### src/rtl/chardisp_vram_ctrl.sv
// VRAM port-A controller: bus access always wins, the fill/scroll engine uses idle port cycles.
// Build option: define CHARDISP_SCROLL_EN to include the one-row scroll-up operation.
module chardisp_vram_ctrl #(
  parameter int COLS = 80,
  parameter int ROWS = 50,
  parameter int AW   = 12,
  parameter int DW   = 24
) (
  input  logic          CLK,
  input  logic          RST,
  input  logic [15:0]   WRADDR,
  input  logic [3:0]    BYTEEN,
  input  logic          WREN,
  input  logic [31:0]   WRDATA,
  input  logic [15:0]   RDADDR,
  input  logic          RDEN,
  output logic [31:0]   RDDATA,
  input  logic          CMD_START,
  input  logic          CMD_OP,
  input  logic [DW-1:0] CMD_FILL,
  output logic          BUSY,
  output logic          DONE,
  output logic [AW-1:0] VRAM_ADDR,
  output logic [2:0]    VRAM_WEA,
  output logic [DW-1:0] VRAM_DIN,
  input  logic [DW-1:0] VRAM_DOUT
);

  localparam logic [AW-1:0] A_LAST   = AW'(COLS * ROWS - 1);
  localparam logic [AW-1:0] A_SCR_END = AW'(COLS * (ROWS - 1) - 1);
  localparam logic [AW-1:0] A_LASTROW = AW'(COLS * (ROWS - 1));
  localparam logic [AW-1:0] COLS_A   = AW'(COLS);

`ifdef CHARDISP_SCROLL_EN
  typedef enum logic [2:0] {S_IDLE, S_FILL, S_SCR_RD, S_SCR_CAP, S_SCR_WR, S_SCR_FILL, S_FIN} state_t;
`else
  typedef enum logic [2:0] {S_IDLE, S_FILL, S_FIN} state_t;
`endif

  state_t        state, state_nxt;
  logic [AW-1:0] a, a_nxt;
  logic [DW-1:0] fill_q, fill_nxt;
  logic          eng_we, eng_rd, eng_gnt;
  logic [AW-1:0] eng_addr;
  logic [DW-1:0] eng_din;
`ifdef CHARDISP_SCROLL_EN
  logic [DW-1:0] hold, hold_nxt;
`endif

  // The engine is also locked out while RST is high so a reset stops writes immediately.
  assign eng_gnt = !(WREN || RDEN) && !RST;

  always_comb begin
    state_nxt = state;
    a_nxt     = a;
    fill_nxt  = fill_q;
    eng_we    = 1'b0;
    eng_rd    = 1'b0;
    eng_addr  = a;
    eng_din   = fill_q;
`ifdef CHARDISP_SCROLL_EN
    hold_nxt  = hold;
`endif
    case (state)
      S_IDLE: begin
        if (CMD_START) begin
          fill_nxt = CMD_FILL;
          a_nxt    = '0;
`ifdef CHARDISP_SCROLL_EN
          state_nxt = CMD_OP ? S_SCR_RD : S_FILL;
`else
          state_nxt = CMD_OP ? S_FIN : S_FILL;
`endif
        end
      end
      S_FILL: begin
        eng_we = 1'b1;
        if (eng_gnt) begin
          if (a == A_LAST) state_nxt = S_FIN;
          else             a_nxt = a + 1'b1;
        end
      end
`ifdef CHARDISP_SCROLL_EN
      S_SCR_RD: begin
        eng_rd   = 1'b1;
        eng_addr = a + COLS_A;
        if (eng_gnt) state_nxt = S_SCR_CAP;
      end
      S_SCR_CAP: begin
        hold_nxt  = VRAM_DOUT;
        state_nxt = S_SCR_WR;
      end
      S_SCR_WR: begin
        eng_we  = 1'b1;
        eng_din = hold;
        if (eng_gnt) begin
          if (a == A_SCR_END) begin
            a_nxt     = A_LASTROW;
            state_nxt = S_SCR_FILL;
          end else begin
            a_nxt     = a + 1'b1;
            state_nxt = S_SCR_RD;
          end
        end
      end
      S_SCR_FILL: begin
        eng_we = 1'b1;
        if (eng_gnt) begin
          if (a == A_LAST) state_nxt = S_FIN;
          else             a_nxt = a + 1'b1;
        end
      end
`endif
      S_FIN:   state_nxt = S_IDLE;
      default: state_nxt = S_IDLE;
    endcase
  end

  always_comb begin
    VRAM_ADDR = '0;
    VRAM_WEA  = 3'b000;
    VRAM_DIN  = WRDATA[DW-1:0];
    if (RDEN) begin
      VRAM_ADDR = RDADDR[AW+1:2];
    end else if (WREN) begin
      VRAM_ADDR = WRADDR[AW+1:2];
      VRAM_WEA  = BYTEEN[2:0];
    end else if (eng_gnt && eng_we) begin
      VRAM_ADDR = eng_addr;
      VRAM_WEA  = 3'b111;
      VRAM_DIN  = eng_din;
    end else if (eng_gnt && eng_rd) begin
      VRAM_ADDR = eng_addr;
    end
  end

  always_ff @(posedge CLK) begin
    if (RST) begin
      state  <= S_IDLE;
      a      <= '0;
      fill_q <= '0;
`ifdef CHARDISP_SCROLL_EN
      hold   <= '0;
`endif
    end else begin
      state  <= state_nxt;
      a      <= a_nxt;
      fill_q <= fill_nxt;
`ifdef CHARDISP_SCROLL_EN
      hold   <= hold_nxt;
`endif
    end
  end

  assign BUSY   = (state != S_IDLE);
  assign DONE   = (state == S_FIN);
  assign RDDATA = {{(32-DW){1'b0}}, VRAM_DOUT};

  logic unused_bits;
  assign unused_bits = &{1'b0, WRADDR[15:AW+2], WRADDR[1:0], RDADDR[15:AW+2], RDADDR[1:0],
                         BYTEEN[3], WRDATA[31:DW]};

endmodule

### config.mk
export PLATFORM = sky130hd
export DESIGN_NAME = chardisp_vram_ctrl
export DESIGN_NICKNAME = d
export VERILOG_FILES = /design/src/rtl/chardisp_vram_ctrl.sv
export SDC_FILE = /design/constraint.sdc
export NUM_CORES = 1
export LEC_CHECK = 0
export BUFFER_PORTS_ARGS = -buffer_cell sky130_fd_sc_hd__buf_2
export CELL_PAD_IN_SITES_DETAIL_PLACEMENT = 0
export CELL_PAD_IN_SITES_GLOBAL_PLACEMENT = 2
export CORE_ASPECT_RATIO = 0.8
export CORE_MARGIN = 2
export CORE_UTILIZATION = 17
export CTS_CLUSTER_SIZE = 28
export DETAILED_ROUTE_END_ITERATION = 7
export HOLD_SLACK_MARGIN = 0.05
export PLACE_DENSITY = 0.77
export REMOVE_ABC_BUFFERS = 1
export SYNTH_ARGS = -nofsm -noshare
export SYNTH_HDL_FRONTEND = slang
export SYNTH_SLANG_ARGS = --single-unit
export TNS_END_PERCENT = 20
### constraint.sdc
create_clock -name CLK -period 1.6 [get_ports CLK]
set_input_delay 0.16 -clock CLK [delete_from_list [all_inputs] [get_ports CLK]]
set_output_delay 0.16 -clock CLK [all_outputs]
set_load 0.01 [all_outputs]
==> results of run 1 <==
-- path summary, 6_finish.rpt --
check              startpoint           to  slack, ps  depth (start not counted)
setup / recovery     state[1]  VRAM_DIN[9]        -70                          8
hold / removal    CMD_FILL[5]   eng_din[5]        120                          3
setup reg to reg         a[6]         a[6]        -30                          4
hold reg to reg   eng_din[14]  eng_din[14]        450                          2
-- final cells by class --
| class | instances | share of cell area, % |
|---|---|---|
| Clock inverter | 2 | 0.324 |
| Multi-Input combinational cell | 277 | 41.9 |
| Inverter | 3 | 0.291 |
| Clock buffer | 6 | 3.59 |
| Tap cell | 184 | 5.96 |
| Sequential cell | 38 | 20.1 |
| Timing Repair Buffer | 169 | 27.8 |
-- sequential cells by signal, summed over array words and instances (netlist names) --
name,cells
a,12
eng_din,24
state,2
-- routing by layer --
metal | vias up | part of all wire [%] | wire [um] | global-route usage (%)
li1 | 1459 | - | - | -
met1 | 1311 | 47 | 4460 | 15.9
met2 | 106 | 44 | 4160 | 17.4
met3 | 2 | 8.3 | 786 | 3.65
met4 | 0 | 0.57 | 54 | 2.00
met5 | - | 0 | 0 | 0.310
-- kinds of logic after synthesis --
kind of cell / synth area share, %
DFF: 29.9
adders and majority gates: 0.491
muxes: 0.786
other: 0.147
AOI/OAI and AO/OA: 19.9
and+or+nand+nor: 34.1
buffers and inverters: 14.7
-- power groups by stage --
stage | Clock (mW) | Sequential, mW | Combinational (mW)
3_3_place_gp | 0 | 1.04 | 0.562
3_5_place_dp | 0 | 1.05 | 0.569
5_1_grt | 1.10 | 1.04 | 0.697
4_1_cts | 1.08 | 1.03 | 0.601
2_1_floorplan | 0 | 1.04 | 0.263
6_report | 1.02 | 1.03 | 0.625
-- cell usage after synthesis (2+ instances only) --
master	instances	area, sq um
a21oi_1	30	150
a22oi_1	12	90.1
a31oi_1	2	12.5
a32o_1	2	20.0
and2_1	2	12.5
buf_1	2	7.51
buf_2	8	40.0
buf_4	34	255
clkbuf_1	13	48.8
dfxtp_1	38	761
inv_1	3	11.3
mux2i_1	2	20.0
nand2_1	145	544
nand3_1	4	20.0
nand4_1	2	12.5
nand4_2	2	25.0
nor2_1	4	15.0
nor2b_1	2	12.5
nor3_1	3	15.0
nor4_1	4	25.0
o21ai_0	16	80.1
o311ai_0	3	26.3
o31ai_1	2	15.0
o41ai_1	2	17.5
or3_1	3	18.8
or3_4	2	22.5
-- worst register-to-register path: cells and delay by family, from the launching register on --
kind	cells	cell delay, ps
simple gates	2	870
flops	1	370
compound gates	2	260
-- per-stage QoR --
stage | hold WS (ps) | std cells
6_report | 118 | 679
5_1_grt | 113 | 679
4_1_cts | 109 | 677
3_5_place_dp | 320 | 660
3_3_place_gp | 320 | 660
2_1_floorplan | 228 | 318
-- repair_timing --
item / 4_1_cts / 5_1_grt
endpoints found under the setup margin: 51 / 53
resized for setup: 40 / 35
buffers inserted: 8 / 2
pin swaps: 9 / 17
cloned: 1 / 1
==> results.md, run 1 <==
* Dominant synthesized flop cell: dfxtp_1
* CORE AREA at 14400 sq um
* Chip Width at 141 um
* Crit path DAT at 1510 ps
* I/O Pins at 195
* Clock transition at path regs at 60 ps
* Final Worst Setup Slack at -72.3 ps
* Core Rows at 39
* Post-synth EDFFs at 0
* DP Worst Slack at -148 ps
* Pwr/cell area at 693 nW/um^2
* Nets at 617
* Clock tree buffer depth at 2
* Vias in the first global route at 2866
* Wire per inst at 13.9 um
* Area of the multi-input gates at 1620 sq um
* Worst setup SP type: flop
* Pre-antenna DRT Iters at 4
* IO buf count at 121
* Switch Pwr at 0.775 mW
* Max incr delay on CP at 340 ps
* Flop pwr share at 38.4%
* CP Cell Sequence: nand2b_4, nor2_4, buf_12, buf_12, buf_12, nand2_1, nand2_1, buf_2
* CTS Sinks at 38
* Post-Route WL at 9460 um
* Diodes inserted at 0
* Final Hold Viols at 0
* Syn_area_per_cell at 6.90 sq um
* Initial core utilization at 17.6%
* LEAKAGE at 1.79 nW
* Worst path slowest cell: dfxtp_4
* HP Class: in -> reg
* Fin Setup TNS at -1340 ps
* Via-to-Cell Ratio at 4.24
* Post-CTS Hold Buffers at 0
* Global Route Usage Sum at 11.4%
* Most frequent CP cell: buf_12
* Final clock skew at 2.98 ps
* Clock buffer count from CTS at 5
* Logic gate share of total power at 23.3%
* Clk pwr share at 38.2%
* Share of cells above drive strength 1 at 46.5%
* Layout area overhead at 51.8%
* Post-DRT Antenna Nets at 0
* Net Sw Frac at 28.9%
* Mapped Area at 2550 sq um
* Hpwl dp at 7060 um
* Number of register bits inferred by synthesis at 38
* Largest net degree at the start of global routing at 28
* Final critical path time including I/O delays and setup at 1670 ps
* Vias at 2878
* RSZ-0062 raised after global routing: yes
* Failing checks: negative setup slack
* Layout fillers at 1582
* CP Max Fanout at 8
* First-pass GRT wire length at 14600 um
* TritonCTS clock tree: done
* WP buf/inv at 4
* DR iter-0 viols at 87
* Post-layout util at 26.8%
* Int Power at 1.90 mW
* Die area at 16000 sq um
* Cells after Synth at 369
* Power, Total at 2.68 mW
* H-tree Lvls at 2
* DRC Markers at 0
* Fin crit share at 105%
* Leading cell type in the layout, fill and taps excluded: nand2_1
* Max Slew Vio Count at 0
* Yosys cell types at 53
* Register area at 776 sq um
* Post-synthesis sequential area ratio at 29.9%
* MaxCap Viol Count at 0
* Die H at 113 um
* CP Data Required Time at 1440 ps
* GPL Wtd Cong at 0.803
* Fmax at 598 MHz
* Yosys warnings at 0
* GRT overflow at 0
* Largest delay contributor family on the critical path: buffers and inverters
* CP Class: reg -> out
* Placed Instance Area at 3350 sq um
* Peak supply drop at 0.352 mV
* Crit. End Element: primary output
* Asr flop ratio synth at 0%
* Status: finished, violations left
* Clock Latency Late Sink at 280 ps
* Final Setup Violations at 30
* Most frequent cells in the layout: 130 x nand2_1, 118 x buf_2, 39 x buf_4
* Final Instance Area at 3860 sq um
* Initial antenna violation count at 0
* Clock Root Buffer: clkbuf_16
No activity file was read; power rests on OpenSTA's default activity.
==> run 2, diff against run 1 <==
==> config.mk (replaced) <==
export PLATFORM = sky130hd
export DESIGN_NAME = chardisp_vram_ctrl
export DESIGN_NICKNAME = d
export VERILOG_FILES = /design/src/rtl/chardisp_vram_ctrl.sv
export SDC_FILE = /design/constraint.sdc
export NUM_CORES = 1
export LEC_CHECK = 0
export CELL_PAD_IN_SITES_DETAIL_PLACEMENT = 0
export CELL_PAD_IN_SITES_GLOBAL_PLACEMENT = 2
export CORE_ASPECT_RATIO = 0.8
export CORE_MARGIN = 2
export CORE_UTILIZATION = 27
export CTS_CLUSTER_SIZE = 28
export DETAILED_ROUTE_END_ITERATION = 7
export DONT_BUFFER_PORTS = 1
export PLACE_DENSITY = 0.76
export REMOVE_ABC_BUFFERS = 1
export SKIP_LAST_GASP = 1
export SYNTH_ARGS = -nofsm -noshare
export SYNTH_HDL_FRONTEND = slang
export SYNTH_SLANG_ARGS = --single-unit
export TNS_END_PERCENT = 20
==> results.md, run 2 (synthesized netlist as in run 1, its figures left out) <==
* Fmax at 594 MHz
* Layout fillers at 988
* Max Slew Vio Count at 0
* Max incr delay on CP at 390 ps
* Initial core utilization at 27.9%
* Final clock skew at 4.45 ps
* CP Max Fanout at 4
* H-tree Lvls at 2
* Clock Latency Late Sink at 270 ps
* CP Cell Sequence: buf_4, nand3_1, or3_4, a211o_1, a32o_1
* Worst R2R Setup Slack at -80 ps
* Vias at 2529
* RSZ-0062 raised after global routing: yes
* Placed cells at 480
* Final Setup Violations at 42
* Largest net degree at the start of global routing at 30
* HP Class: in -> reg
* Clock transition at path regs at 60 ps
* Worst setup SP type: flop
* Clock buffer count from CTS at 5
* Worst Tran Pin Value at 546 ps
* Post-DRT Antenna Nets at 0
* DRC Markers at 0
* TritonCTS clock tree: done
* RR Startpoint: a[0]
* First-pass GRT wire length at 12800 um
* Die H at 90.9 um
* Final Hold Viols at 0
* Peak supply drop at 0.433 mV
* Leading cell type in the layout, fill and taps excluded: nand2_1
* LEAKAGE at 1.37 nW
* GPL Wtd Cong at 0.858
* Min-delay src: CMD_FILL[16]
* Fin Setup TNS at -1820 ps
* Hpwl dp at 5990 um
* Clock tree buffer depth at 2
* Global Route Usage Sum at 15.9%
* Status: finished, violations left
* Via-to-Cell Ratio at 5.06
* Final critical path time including I/O delays and setup at 1680 ps
* Failing checks: negative setup slack
* CP Data Required Time at 1770 ps
* Worst r2r path cells at 5
* Share of cells above drive strength 1 at 26.8%
* Fin crit share at 105%
* IO buf count at 0
* Rel. slew slack at 63.5%
* Pre-antenna DRT Iters at 4
* Diodes inserted at 0
* Reg-to-reg endpoint: a[9]
* Final std cells w/o fill at 500
* I/O Pins at 195
* Most frequent cells in the layout: 144 x nand2_1, 49 x buf_4, 31 x dfxtp_1
* WHS Path Cells at 2
* Initial antenna violation count at 0
* Post-layout util at 35.4%
* Wire per inst at 17.0 um
* Worst path slowest cell: or3_4
* Layout area overhead at 26.6%
* Clock Root Buffer: clkbuf_16
* CP Class: reg -> reg
* Crit. End Element: flop
* Chip Width at 113 um
* Post-Route WL at 8520 um
* MaxCap Viol Count at 0
* DR iter-0 viols at 123
* Pwr/cell area at 880 nW/um^2
* Crit path DAT at 1850 ps
* CORE AREA at 9110 sq um
* GRT overflow at 0
* Nets at 507
* Hold_ws at 15.1 ps
* Die area at 10200 sq um
* CTS Sinks at 38
* DP Worst Slack at -152 ps
* Core Rows at 31
* Max reg flops at 24
* Vias in the first global route at 2294
* Final Worst Setup Slack at -83.6 ps
* Hold Path End: eng_din[16]
run 2: cell count changes in the layout (fill, tap and decap cells not counted), moves of 3 or more:
| cell | previous run | this run |
|---|---|---|
| buf_2 | 118 | 0 |
| nand2_1 | 130 | 144 |
| nand2_2 | 12 | 0 |
| buf_4 | 39 | 49 |
| a22oi_1 | 9 | 6 |
| a22oi_2 | 3 | 6 |
| buf_12 | 5 | 2 |
run 2: per-stage QoR:
| step | instance area, sq um | total power, mW |
|---|---|---|
| 3_5_place_dp | 2710 | 1.45 |
| 4_1_cts | 3150 | 2.84 |
| 3_3_place_gp | 2710 | 1.44 |
| 5_1_grt | 3220 | 2.98 |
| 2_1_floorplan | 2210 | 1.31 |
| 6_report | 3220 | 2.84 |
run 2: layout make-up:
type | instances | area, sq um | share of cell area, %
Inverter | 3 | 11.3 | 0.349
Timing Repair Buffer | 59 | 544 | 16.9
Multi-Input combinational cell | 277 | 1550 | 48.1
Clock buffer | 6 | 139 | 4.31
Clock inverter | 2 | 60.1 | 1.86
Sequential cell | 38 | 774 | 24.0
Tap cell | 115 | 144 | 4.46
run 2: routing by layer:
metal	global-route usage, %	wire length, um
met2	21.8	3500
met5	1.54	0
met3	5.77	743
met4	2.74	40
met1	23.6	4240
run 2: repair_timing:
item | 4_1_cts | 5_1_grt
gates cloned | 2 | 0
pin swaps | 8 | 10
buffers inserted | 5 | 4
resized for setup | 42 | 11
hold buffers | 1 | 0
setup endpoints to repair | 53 | 52
hold endpoints to repair | 29 | 0
run 2: power breakdown:
part	leakage (nW)	switching, mW	internal (mW)
clock network	0.0971	0.387	0.936
logic	0.956	0.274	0.214
registers	0.314	0.0282	0.998
total	1.37	0.690	2.15
run 2: how the worst max path moves through the flow:
stage                    end  slack, ps  depth (start not counted)  startpoint
3_5_place_dp            a[6]       -150                          5        a[0]
6_report                a[9]        -80                          5        a[0]
3_3_place_gp            a[6]        -90                          5        a[0]
5_1_grt        VRAM_ADDR[10]       -140                          6    state[1]
2_1_floorplan           a[3]       -310                          4    state[1]
4_1_cts         VRAM_ADDR[4]        -50                          6    state[1]
run 2: critical path: cells and delay by family (launching register included):
kind | cells | cell delay [ps]
flops | 1 | 350
simple gates | 2 | 540
compound gates | 2 | 560
buf+inv | 1 | 120
